[config.mk]
export PLATFORM = sky130hd
export DESIGN_NAME = control_sequencer_flat
export DESIGN_NICKNAME = d
export VERILOG_FILES = /design/src/rtl/control_sequencer_pkg.sv /design/src/rtl/control_sequencer_if.sv /design/src/rtl/control_sequencer_op_decoder.sv /design/src/rtl/control_sequencer.sv /design/src/flat_wrapper.sv
export SDC_FILE = /design/constraint.sdc
export NUM_CORES = 1
export LEC_CHECK = 0
export ABC_AREA = 0
export BUFFER_PORTS_ARGS = -buffer_cell sky130_fd_sc_hd__buf_2
export CAP_MARGIN = 5
export CORE_ASPECT_RATIO = 0.9
export CORE_UTILIZATION = 35
export CTS_CLUSTER_SIZE = 14
export DETAILED_ROUTE_END_ITERATION = 10
export PLACE_DENSITY = 0.67
export SETUP_SLACK_MARGIN = 0.4
export SYNTH_ARGS = -nofsm -noshare
export SYNTH_HDL_FRONTEND = slang
export SYNTH_HIERARCHICAL = 1
export SYNTH_SLANG_ARGS = --single-unit
[constraint.sdc]
create_clock -name clk -period 5.04 [get_ports clk]
set_input_delay 0.504 -clock clk [delete_from_list [all_inputs] [get_ports clk]]
set_output_delay 0.504 -clock clk [all_outputs]
set_load 0.005 [all_outputs]
[src/rtl/control_sequencer_pkg.sv]
// rtl/control_sequencer_pkg.sv - shared cpu_defs package: opcodes, ALU codes, step and class enums
package cpu_defs;

  localparam int OPC_W   = 5;
  localparam int ALUOP_W = 4;

  localparam logic [OPC_W-1:0] OPC_LD   = 5'b00000;
  localparam logic [OPC_W-1:0] OPC_LDI  = 5'b00001;
  localparam logic [OPC_W-1:0] OPC_ST   = 5'b00010;
  localparam logic [OPC_W-1:0] OPC_ADD  = 5'b00011;
  localparam logic [OPC_W-1:0] OPC_SUB  = 5'b00100;
  localparam logic [OPC_W-1:0] OPC_AND  = 5'b00101;
  localparam logic [OPC_W-1:0] OPC_OR   = 5'b00110;
  localparam logic [OPC_W-1:0] OPC_ADDI = 5'b01100;
  localparam logic [OPC_W-1:0] OPC_NOP  = 5'b11010;
  localparam logic [OPC_W-1:0] OPC_HALT = 5'b11011;

  typedef enum logic [ALUOP_W-1:0] {
    ALU_AND = 4'd0, ALU_OR  = 4'd1, ALU_ADD = 4'd2,  ALU_SUB = 4'd3,
    ALU_MUL = 4'd4, ALU_DIV = 4'd5, ALU_SHR = 4'd6,  ALU_SHL = 4'd7,
    ALU_ROR = 4'd8, ALU_ROL = 4'd9, ALU_NEG = 4'd10, ALU_NOT = 4'd11
  } alu_op_e;

  typedef enum logic [3:0] {
    ST_RST = 4'd0, ST_T0 = 4'd1, ST_T1 = 4'd2, ST_T2 = 4'd3, ST_T3 = 4'd4,
    ST_T4  = 4'd5, ST_T5 = 4'd6, ST_T6 = 4'd7, ST_T7 = 4'd8, ST_HALT = 4'd9
  } step_e;

  typedef enum logic [2:0] {
    CLS_LD, CLS_LDI, CLS_ST, CLS_ALU3, CLS_ALUI, CLS_NOP, CLS_HALT, CLS_BAD
  } instr_class_e;

endpackage

[src/rtl/control_sequencer_if.sv]
// rtl/control_sequencer_if.sv - control-unit to datapath strobe bundle
interface control_sequencer_if;
  import cpu_defs::*;

  logic [31:0]        ir;
  logic               stop;
  logic               pc_out, pc_in, inc_pc, mar_in, mdr_in, mdr_out, ir_in;
  logic               y_in, z_in, z_low_out, c_out;
  logic               gra, grb, grc, r_in, r_out, ba_out;
  logic               read, write;
  logic [ALUOP_W-1:0] alu_op;
  logic               run, illegal_op;

  modport master (
    input  ir, stop,
    output pc_out, pc_in, inc_pc, mar_in, mdr_in, mdr_out, ir_in,
           y_in, z_in, z_low_out, c_out, gra, grb, grc, r_in, r_out, ba_out,
           read, write, alu_op, run, illegal_op
  );

  modport slave (
    output ir, stop,
    input  pc_out, pc_in, inc_pc, mar_in, mdr_in, mdr_out, ir_in,
           y_in, z_in, z_low_out, c_out, gra, grb, grc, r_in, r_out, ba_out,
           read, write, alu_op, run, illegal_op
  );
endinterface

[src/rtl/control_sequencer_op_decoder.sv]
// rtl/control_sequencer_op_decoder.sv - opcode to instruction class and ALU function
module op_decoder
  import cpu_defs::*;
(
  input  logic [OPC_W-1:0] opcode,
  output instr_class_e     cls,
  output alu_op_e          alu_fn
);

  always_comb begin
    cls    = CLS_BAD;
    alu_fn = ALU_ADD;
    case (opcode)
      OPC_LD:   cls = CLS_LD;
      OPC_LDI:  cls = CLS_LDI;
      OPC_ST:   cls = CLS_ST;
      OPC_ADD:  begin cls = CLS_ALU3; alu_fn = ALU_ADD; end
      OPC_SUB:  begin cls = CLS_ALU3; alu_fn = ALU_SUB; end
      OPC_AND:  begin cls = CLS_ALU3; alu_fn = ALU_AND; end
      OPC_OR:   begin cls = CLS_ALU3; alu_fn = ALU_OR;  end
      OPC_ADDI: cls = CLS_ALUI;
      OPC_NOP:  cls = CLS_NOP;
      OPC_HALT: cls = CLS_HALT;
      default:  cls = CLS_BAD;
    endcase
  end

endmodule

[src/rtl/control_sequencer.sv]
// rtl/control_sequencer.sv - hardwired Moore control unit: fetch T0-T2, per-opcode execute T3-T7
module control_sequencer
  import cpu_defs::*;
(
  input  logic                clk,
  input  logic                reset_n,
  control_sequencer_if.master bus
);

  step_e        step, step_nxt;
  logic         stop_pend, stop_pend_nxt;
  logic         last;
  instr_class_e cls;
  alu_op_e      alu_fn;

  op_decoder u_dec (
    .opcode (bus.ir[31:27]),
    .cls    (cls),
    .alu_fn (alu_fn)
  );

  always_ff @(posedge clk or negedge reset_n) begin
    if (!reset_n) begin
      step      <= ST_RST;
      stop_pend <= 1'b0;
    end else begin
      step      <= step_nxt;
      stop_pend <= stop_pend_nxt;
    end
  end

  always_comb begin
    last = 1'b0;
    case (cls)
      CLS_LD, CLS_ST:               last = (step == ST_T7);
      CLS_LDI, CLS_ALU3, CLS_ALUI:  last = (step == ST_T5);
      default:                      last = (step == ST_T3);
    endcase
  end

  // A stop request seen anywhere in an instruction is held until its boundary.
  always_comb begin
    step_nxt      = step;
    stop_pend_nxt = stop_pend | bus.stop;
    case (step)
      ST_RST:  begin step_nxt = ST_T0; stop_pend_nxt = 1'b0; end
      ST_HALT: begin step_nxt = ST_HALT; stop_pend_nxt = 1'b0; end
      ST_T2:   step_nxt = (cls == CLS_HALT) ? ST_HALT : ST_T3;
      default: begin
        if (last) begin
          step_nxt      = (bus.stop || stop_pend) ? ST_HALT : ST_T0;
          stop_pend_nxt = 1'b0;
        end else begin
          step_nxt = step_e'(step + 4'd1);
        end
      end
    endcase
  end

  always_comb begin
    {bus.pc_out, bus.pc_in, bus.inc_pc, bus.mar_in, bus.mdr_in, bus.mdr_out, bus.ir_in} = '0;
    {bus.y_in, bus.z_in, bus.z_low_out, bus.c_out} = '0;
    {bus.gra, bus.grb, bus.grc, bus.r_in, bus.r_out, bus.ba_out} = '0;
    bus.read       = 1'b0;
    bus.write      = 1'b0;
    bus.alu_op     = ALU_AND;
    bus.illegal_op = 1'b0;
    bus.run        = (step != ST_RST) && (step != ST_HALT);
    case (step)
      ST_T0: begin
        bus.pc_out = 1'b1; bus.mar_in = 1'b1; bus.inc_pc = 1'b1; bus.z_in = 1'b1;
        bus.alu_op = ALU_ADD;
      end
      ST_T1: begin
        bus.z_low_out = 1'b1; bus.pc_in = 1'b1; bus.read = 1'b1; bus.mdr_in = 1'b1;
      end
      ST_T2: begin bus.mdr_out = 1'b1; bus.ir_in = 1'b1; end
      ST_T3: begin
        case (cls)
          CLS_LD, CLS_LDI, CLS_ST: begin bus.grb = 1'b1; bus.ba_out = 1'b1; bus.y_in = 1'b1; end
          CLS_ALU3, CLS_ALUI:      begin bus.grb = 1'b1; bus.r_out = 1'b1; bus.y_in = 1'b1; end
          CLS_BAD:                 bus.illegal_op = 1'b1;
          default: ;
        endcase
      end
      ST_T4: begin
        bus.z_in = 1'b1;
        if (cls == CLS_ALU3) begin
          bus.grc = 1'b1; bus.r_out = 1'b1; bus.alu_op = alu_fn;
        end else begin
          bus.c_out = 1'b1; bus.alu_op = ALU_ADD;
        end
      end
      ST_T5: begin
        bus.z_low_out = 1'b1;
        if (cls == CLS_LD || cls == CLS_ST) bus.mar_in = 1'b1;
        else begin bus.gra = 1'b1; bus.r_in = 1'b1; end
      end
      ST_T6: begin
        bus.mdr_in = 1'b1;
        if (cls == CLS_LD) bus.read = 1'b1;
        else begin bus.gra = 1'b1; bus.r_out = 1'b1; end
      end
      ST_T7: begin
        if (cls == CLS_LD) begin bus.mdr_out = 1'b1; bus.gra = 1'b1; bus.r_in = 1'b1; end
        else bus.write = 1'b1;
      end
      default: ;
    endcase
  end

endmodule

[src/flat_wrapper.sv]
// flat-port wrapper written by rule: the top's interface ports become plain ports
module control_sequencer_flat import cpu_defs::*;
  (clk, reset_n, bus_ir, bus_stop, bus_pc_out, bus_pc_in, bus_inc_pc, bus_mar_in, bus_mdr_in, bus_mdr_out, bus_ir_in, bus_y_in, bus_z_in, bus_z_low_out, bus_c_out, bus_gra, bus_grb, bus_grc, bus_r_in, bus_r_out, bus_ba_out, bus_read, bus_write, bus_alu_op, bus_run, bus_illegal_op);
  control_sequencer_if bus_i ();
  input  logic clk;
  input  logic reset_n;
  input wire logic [$bits(bus_i.ir)-1:0] bus_ir;
  input wire logic [$bits(bus_i.stop)-1:0] bus_stop;
  output wire logic [$bits(bus_i.pc_out)-1:0] bus_pc_out;
  output wire logic [$bits(bus_i.pc_in)-1:0] bus_pc_in;
  output wire logic [$bits(bus_i.inc_pc)-1:0] bus_inc_pc;
  output wire logic [$bits(bus_i.mar_in)-1:0] bus_mar_in;
  output wire logic [$bits(bus_i.mdr_in)-1:0] bus_mdr_in;
  output wire logic [$bits(bus_i.mdr_out)-1:0] bus_mdr_out;
  output wire logic [$bits(bus_i.ir_in)-1:0] bus_ir_in;
  output wire logic [$bits(bus_i.y_in)-1:0] bus_y_in;
  output wire logic [$bits(bus_i.z_in)-1:0] bus_z_in;
  output wire logic [$bits(bus_i.z_low_out)-1:0] bus_z_low_out;
  output wire logic [$bits(bus_i.c_out)-1:0] bus_c_out;
  output wire logic [$bits(bus_i.gra)-1:0] bus_gra;
  output wire logic [$bits(bus_i.grb)-1:0] bus_grb;
  output wire logic [$bits(bus_i.grc)-1:0] bus_grc;
  output wire logic [$bits(bus_i.r_in)-1:0] bus_r_in;
  output wire logic [$bits(bus_i.r_out)-1:0] bus_r_out;
  output wire logic [$bits(bus_i.ba_out)-1:0] bus_ba_out;
  output wire logic [$bits(bus_i.read)-1:0] bus_read;
  output wire logic [$bits(bus_i.write)-1:0] bus_write;
  output wire logic [$bits(bus_i.alu_op)-1:0] bus_alu_op;
  output wire logic [$bits(bus_i.run)-1:0] bus_run;
  output wire logic [$bits(bus_i.illegal_op)-1:0] bus_illegal_op;
  assign bus_i.ir = bus_ir;
  assign bus_i.stop = bus_stop;
  assign bus_pc_out = bus_i.pc_out;
  assign bus_pc_in = bus_i.pc_in;
  assign bus_inc_pc = bus_i.inc_pc;
  assign bus_mar_in = bus_i.mar_in;
  assign bus_mdr_in = bus_i.mdr_in;
  assign bus_mdr_out = bus_i.mdr_out;
  assign bus_ir_in = bus_i.ir_in;
  assign bus_y_in = bus_i.y_in;
  assign bus_z_in = bus_i.z_in;
  assign bus_z_low_out = bus_i.z_low_out;
  assign bus_c_out = bus_i.c_out;
  assign bus_gra = bus_i.gra;
  assign bus_grb = bus_i.grb;
  assign bus_grc = bus_i.grc;
  assign bus_r_in = bus_i.r_in;
  assign bus_r_out = bus_i.r_out;
  assign bus_ba_out = bus_i.ba_out;
  assign bus_read = bus_i.read;
  assign bus_write = bus_i.write;
  assign bus_alu_op = bus_i.alu_op;
  assign bus_run = bus_i.run;
  assign bus_illegal_op = bus_i.illegal_op;
  control_sequencer u_core (.clk(clk), .reset_n(reset_n), .bus(bus_i));
endmodule
==> results of run 1 <==
## critical path: stages
cell     delay [ns]
buf_2          0.12
nor2b_1        0.15
and4_2         0.23
a21oi_1        0.51
nand2_1        0.14
nor2_1         0.22
and3_1         0.27
a31o_2         0.13
a221o_2        0.09
buf_2          0.10
## cells in the final DEF (no fill, tap or decap), drive strengths merged, types with 2 or more instances in the layout
master | Yosys | final
dfrtp | 5 | 5
conb | 1 | 2
ha | 4 | 4
and4 | 2 | 2
and2 | 3 | 3
clkbuf | 1 | 4
a21oi | 3 | 3
mux2i | 5 | 5
and3 | 3 | 3
nor3b | 3 | 3
nor2b | 5 | 5
nand3b | 4 | 4
inv | 6 | 6
nor2 | 13 | 13
xor2 | 2 | 2
o21ai | 6 | 6
or2 | 2 | 2
buf | 9 | 30
nand2 | 7 | 7
nand3 | 4 | 4
nand2b | 2 | 2
## kinds of logic after synthesis
logic type | after synthesis | synth area share (%)
buffers and inverters | 16 | 12.23
flip-flops | 5 | 15.48
other | 1 | 0.4640
AO/OA/AOI/OAI | 19 | 16.26
XOR/XNOR | 2 | 2.168
adder cells (fa/ha/maj) | 4 | 6.192
AND/OR/NAND/NOR | 52 | 38.70
multiplexers | 6 | 8.513
## stage by stage
step / setup WS [ns] / cell area [um^2]
after floorplan: 2.678 / 812.0
after global placement: 2.106 / 919.6
after detailed placement: 2.107 / 919.6
after CTS: 2.104 / 945.9
after global routing: 1.883 / 945.9
final: 2.081 / 945.9
## metal layers
| layer | global-route usage (%) | up-vias | routed length, um | part of all wire [%] |
|---|---|---|---|---|
| met5 | 0 | - | 0 | 0 |
| met4 | 6.316 | 0 | 0 | 0 |
| met3 | 1.270 | 0 | 62 | 3.6 |
| met2 | 23.29 | 21 | 831 | 48 |
| met1 | 18.86 | 360 | 843 | 49 |
| li1 | - | 409 | - | - |
## registers in the layout, indices dropped and copies added, names as in the netlist
name / count
u_core/step: 4
u_core/stop_pend: 1
## where the power goes
part	switching, uW	internal [uW]
registers	43.5	61.3
logic	130	146
clock network	15.9	29.9
total	189	237
## cell type report
type                       instances  area (um^2)
clock buffer                       4        26.28
fill                             245         1236
inverter                           6        22.52
multi-input combinational         85        588.1
sequential                         5        125.1
tap                               27        33.78
timing repair buffer              30        150.1
## worst paths after layout
kind | slack (ns) | startpoint | endpoint | depth (start not counted)
worst max-delay path | 2.08 | bus_ir[31] | bus_r_out | 10
worst min-delay path | 0.07 | reset_n | u_core/step[1]$_DFF_PN0_ | 1
worst max register to register | 3.15 | u_core/step[2]$_DFF_PN0_ | u_core/step[3]$_DFF_PN0_ | 5
worst min register to register | 0.56 | u_core/stop_pend$_DFF_PN0_ | u_core/stop_pend$_DFF_PN0_ | 2
max in group asynchronous | 4.84 | reset_n | u_core/stop_pend$_DFF_PN0_ | 1
min in group clk | 0.55 | bus_stop | u_core/stop_pend$_DFF_PN0_ | 3
==> impl_metrics.ini, run 1 <==
[flow_run]
cap_violations = 0

[cts]
clock-sinks = 5
post_cts_buffers = 0
cts_resized = 0
numCtsBuffers = 3
ctsHoldBuffers = 0
clkTransAtPathRegs_ns = 0.04
cts_max_level = 1
clockBufferDepth = 2
root_buffer = clkbuf_4
cts_tree = yes
clk_latency_ns = 0.24

[sta]
min_period_ns = 2.959
finalCritPeriodShare_pct = 58.72
rsz0062_at_grt = no
slew_headroom_pct = 56.76
whs_ns = 0.06830
finalSetupTns_ns = 0
fmax_mhz = 337.9
setup_violations = 0
tightest_slew_ns = 0.6486
finalHoldViolations = 0
final-max-slew-violation-count = 0
skew_ns = 0.0006262

[drt]
firstDrtPassIters = 4
routedWlPerCell_um = 11.06
drt-initial-drc-count = 7
vias_per_cell = 5.032
vias = 790
ant_nets = 0
wl_mm = 1.737
drc = 0

[global_route]
grt_pass1_wl_mm = 2.615
grt_max_degree = 19
grt_pass1_vias = 583
antenna_found_initial = 0
overflow = 0
grtUsageTotal_pct = 14.05

[pwr]
finalPower_uw = 425.8
leakage_uw = 0.0005480
peakVddDrop_uv = 183.6
p_per_area_mw_per_mm2 = 450.2

[synth]
yosysWarnings = 6
ys_top_cells_by_count = nor2_1, buf_4, nand2_1
synth_top_area_share_pct = 15.48
ys_seq_area_share_pct = 15.48
netlist_top_cells_area = dfrtp_1, buf_4, ha_1
synth.avg_cell_area_um2 = 7.698
synth_cell_types = 41
synth_cells = 105
yosysTopAreaCell = dfrtp_1
synthArstFlopShare_pct = 100.0
synth_most_common_cell = nor2_1
syn-cell-area_um2 = 808.3
synth_edf_count = 0
ys.flop_type = dfrtp_1
ys_seq_elements = 5

[floorplan]
core_area_mm2 = 0.002182
design.die.area_mm2 = 0.002506
die_w_um = 52.66
die_h_um = 47.59
initial_core_util_pct = 37.04
ios = 60
row_count = 16

[min_path]
hold_class = input port to asynchronous set/reset pin

[placed_design]
dp_cells = 153
dp.final_hpwl_mm = 1.370
port_buffers = 30
place.gp.congestion = 0.7320

[critical_path]
arrival_ns = 2.46
cp.required_ns = 4.54
critPathCaptureType = output pin
start_kind = input port
cp_max_fo = 9
critPathKind = input port to output pin

[final_layout]
antennaDiodeCount = 0
final_nets = 170
utilization_pct = 43.35
layout.cells.non_filler = 157
drive_gt1_share_pct = 36.15
syn_to_final_growth_pct = 17.03

[status]
status = finished clean
Note: power is estimated with default switching activity, not from simulation.
==> run 2: changes to the inputs <==
clock period = 2.86 ns   (was 5.04 ns; I/O delays follow)
==> run 2 against run 1 <==
Against the previous run: sequential power increased by 75%; worst hold slack improved by 0.27 ns; flip-flop and latch count unchanged; clock power increased by 75%; combinational power increased by 78%; non-clock buffer count increased by 2; sequential share of layout area decreased by 0.34 points.
==> impl_metrics.ini, run 2 (synthesized netlist as in run 1, its figures left out) <==
[status]
status = finished clean

[pwr]
peakVddDrop_uv = 319.9
switching_share_pct = 44.33
p_seq_share_pct = 24.4
leakage_uw = 0.0005599
p_per_area_mw_per_mm2 = 775.8
clock_power_share_pct = 10.6
p_sw_uw = 333.9
power_frac_comb_pct = 64.9
internal_power_uw = 419.4

[sta]
finalSetupTns_ns = 0
fmax_mhz = 424.3
skew_ns = 0.002779
setup_violations = 0
min_period_ns = 2.357
worst_slack_ns = 0.5032
finalCritPeriodShare_pct = 82.40
tightest_slew_ns = 0.5652
final-max-slew-violation-count = 0
rsz0062_at_grt = no
slew_headroom_pct = 62.32
finalHoldViolations = 0

[floorplan]
design.die.area_mm2 = 0.002506
core_area_mm2 = 0.002182
die_w_um = 52.66
row_count = 16
die_h_um = 47.59
initial_core_util_pct = 37.04
ios = 60

[global_route]
antenna_found_initial = 0
grt_pass1_vias = 619
grt_max_degree = 19
overflow = 0
grt_pass1_wl_mm = 2.635
grtUsageTotal_pct = 14.12

[cts]
clockBufferDepth = 2
clk_latency_ns = 0.24
clock-sinks = 5
cts_max_level = 1
root_buffer = clkbuf_4
clkTransAtPathRegs_ns = 0.04
numCtsBuffers = 3
cts_tree = yes

[final_layout]
multi_input_area_um2 = 595.6
regArea_um2 = 125.1
final_common_cell = buf_2
final_cell_mix = buf_2, nor2_1, nand2_1
drive_gt1_share_pct = 37.12
utilization_pct = 44.50
syn_to_final_growth_pct = 20.12
largest-register = u_core/step
top_regs = u_core/step (4), u_core/stop_pend (1)
fill_cells = 236
antennaDiodeCount = 0
largest_reg_flops = 4
final_nets = 172

[flow_run]
cap_violations = 0

[critical_path]
worst-r2r-setup-slack_ns = 0.98
critPathCaptureType = output pin
start_kind = input port
rr_startpoint = u_core/step[0]$_DFF_PN0_
reg2reg_to = u_core/step[3]$_DFF_PN0_
r2r_cells = 7
cp_max_fo = 8
arrival_ns = 2.07
critPathKind = input port to output pin
cp.required_ns = 2.57

[min_path]
holdPathEnd = u_core/stop_pend$_DFF_PN0_
hold_class = input port to flip-flop
min_from = bus_stop
whs_path_depth = 3

[drt]
routedWlPerCell_um = 11.12
ant_nets = 0
vias = 806
wl_mm = 1.768
drc = 0
firstDrtPassIters = 4
vias_per_cell = 5.069
drt-initial-drc-count = 14

[placed_design]
place.gp.congestion = 0.7508
port_buffers = 30
dp.final_hpwl_mm = 1.397
dp_slack_ns = 0.4634
## run 2: cell count changes in the layout (fill, tap and decap cells not counted)
cell | before | now
a32oi_1 | 1 | 0
dlygate4sd3_1 | 0 | 1
a32oi_2 | 0 | 1
buf_4 | 0 | 1
## run 2: how the worst max path moves through the flow
stage,slack [ns],from,to
floorplan,0.90,bus_ir[31],u_core/step[3]$_DFF_PN0_
global placement,0.50,bus_ir[29],bus_r_out
detailed placement,0.46,bus_ir[31],bus_r_out
CTS,0.46,bus_ir[31],bus_r_out
global route,0.40,u_core/step[1]$_DFF_PN0_,bus_r_out
finish,0.50,bus_ir[29],bus_r_out
## run 2: per-layer routing
layer / global-route usage [%] / share of wire, % / routed length [um]
met1: 18.48 / 48 / 841
met2: 24.30 / 47 / 837
met5: 0 / 0 / 0
met4: 6.316 / 0.79 / 14
met3: 0.9524 / 4.2 / 74
## run 2: worst max-delay path, stage by stage
cell and delay (ns):
buf_2 0.14, nor3b_1 0.25, a21o_1 0.13, a32oi_2 0.18
nand2_1 0.13, nor2_1 0.08, and3_1 0.25, a31o_2 0.22
a221o_2 0.28, buf_2 0.12
## run 2: per-stage QoR
stage | hold WS, ns | total power, uW | std cells | instance area [um^2]
2_1_floorplan | -0.009591 | 556.1 | 106 | 812.0
3_3_place_gp | 0.1005 | 658.8 | 154 | 927.1
3_5_place_dp | 0.1033 | 673.2 | 154 | 927.1
4_1_cts | 0.3432 | 759.7 | 159 | 963.4
5_1_grt | 0.3612 | 832.1 | 159 | 970.9
6_report | 0.3399 | 753.3 | 159 | 970.9
## run 2: power groups by stage
stage / clock network, uW / registers, uW / logic, uW
finish: 80.2 / 184 / 489
global route: 88.6 / 194 / 550
CTS: 83.2 / 185 / 492
detailed placement: 0 / 186 / 487
global placement: 0 / 180 / 479
floorplan: 0 / 128 / 428
## run 2: what timing repair did
item,CTS,global route
hold buffers,1,0
endpoints found under the setup margin,0,2
resized for setup,0,1
hold endpoints to repair,5,0
buffers inserted,0,0
## run 2: area by class of cell
cell class                 instances  area share, %
tap                               27          3.479
clock buffer                       4          2.706
multi-input combinational         85          61.34
timing repair buffer              32          17.27
sequential                         5          12.89
inverter                           6          2.320
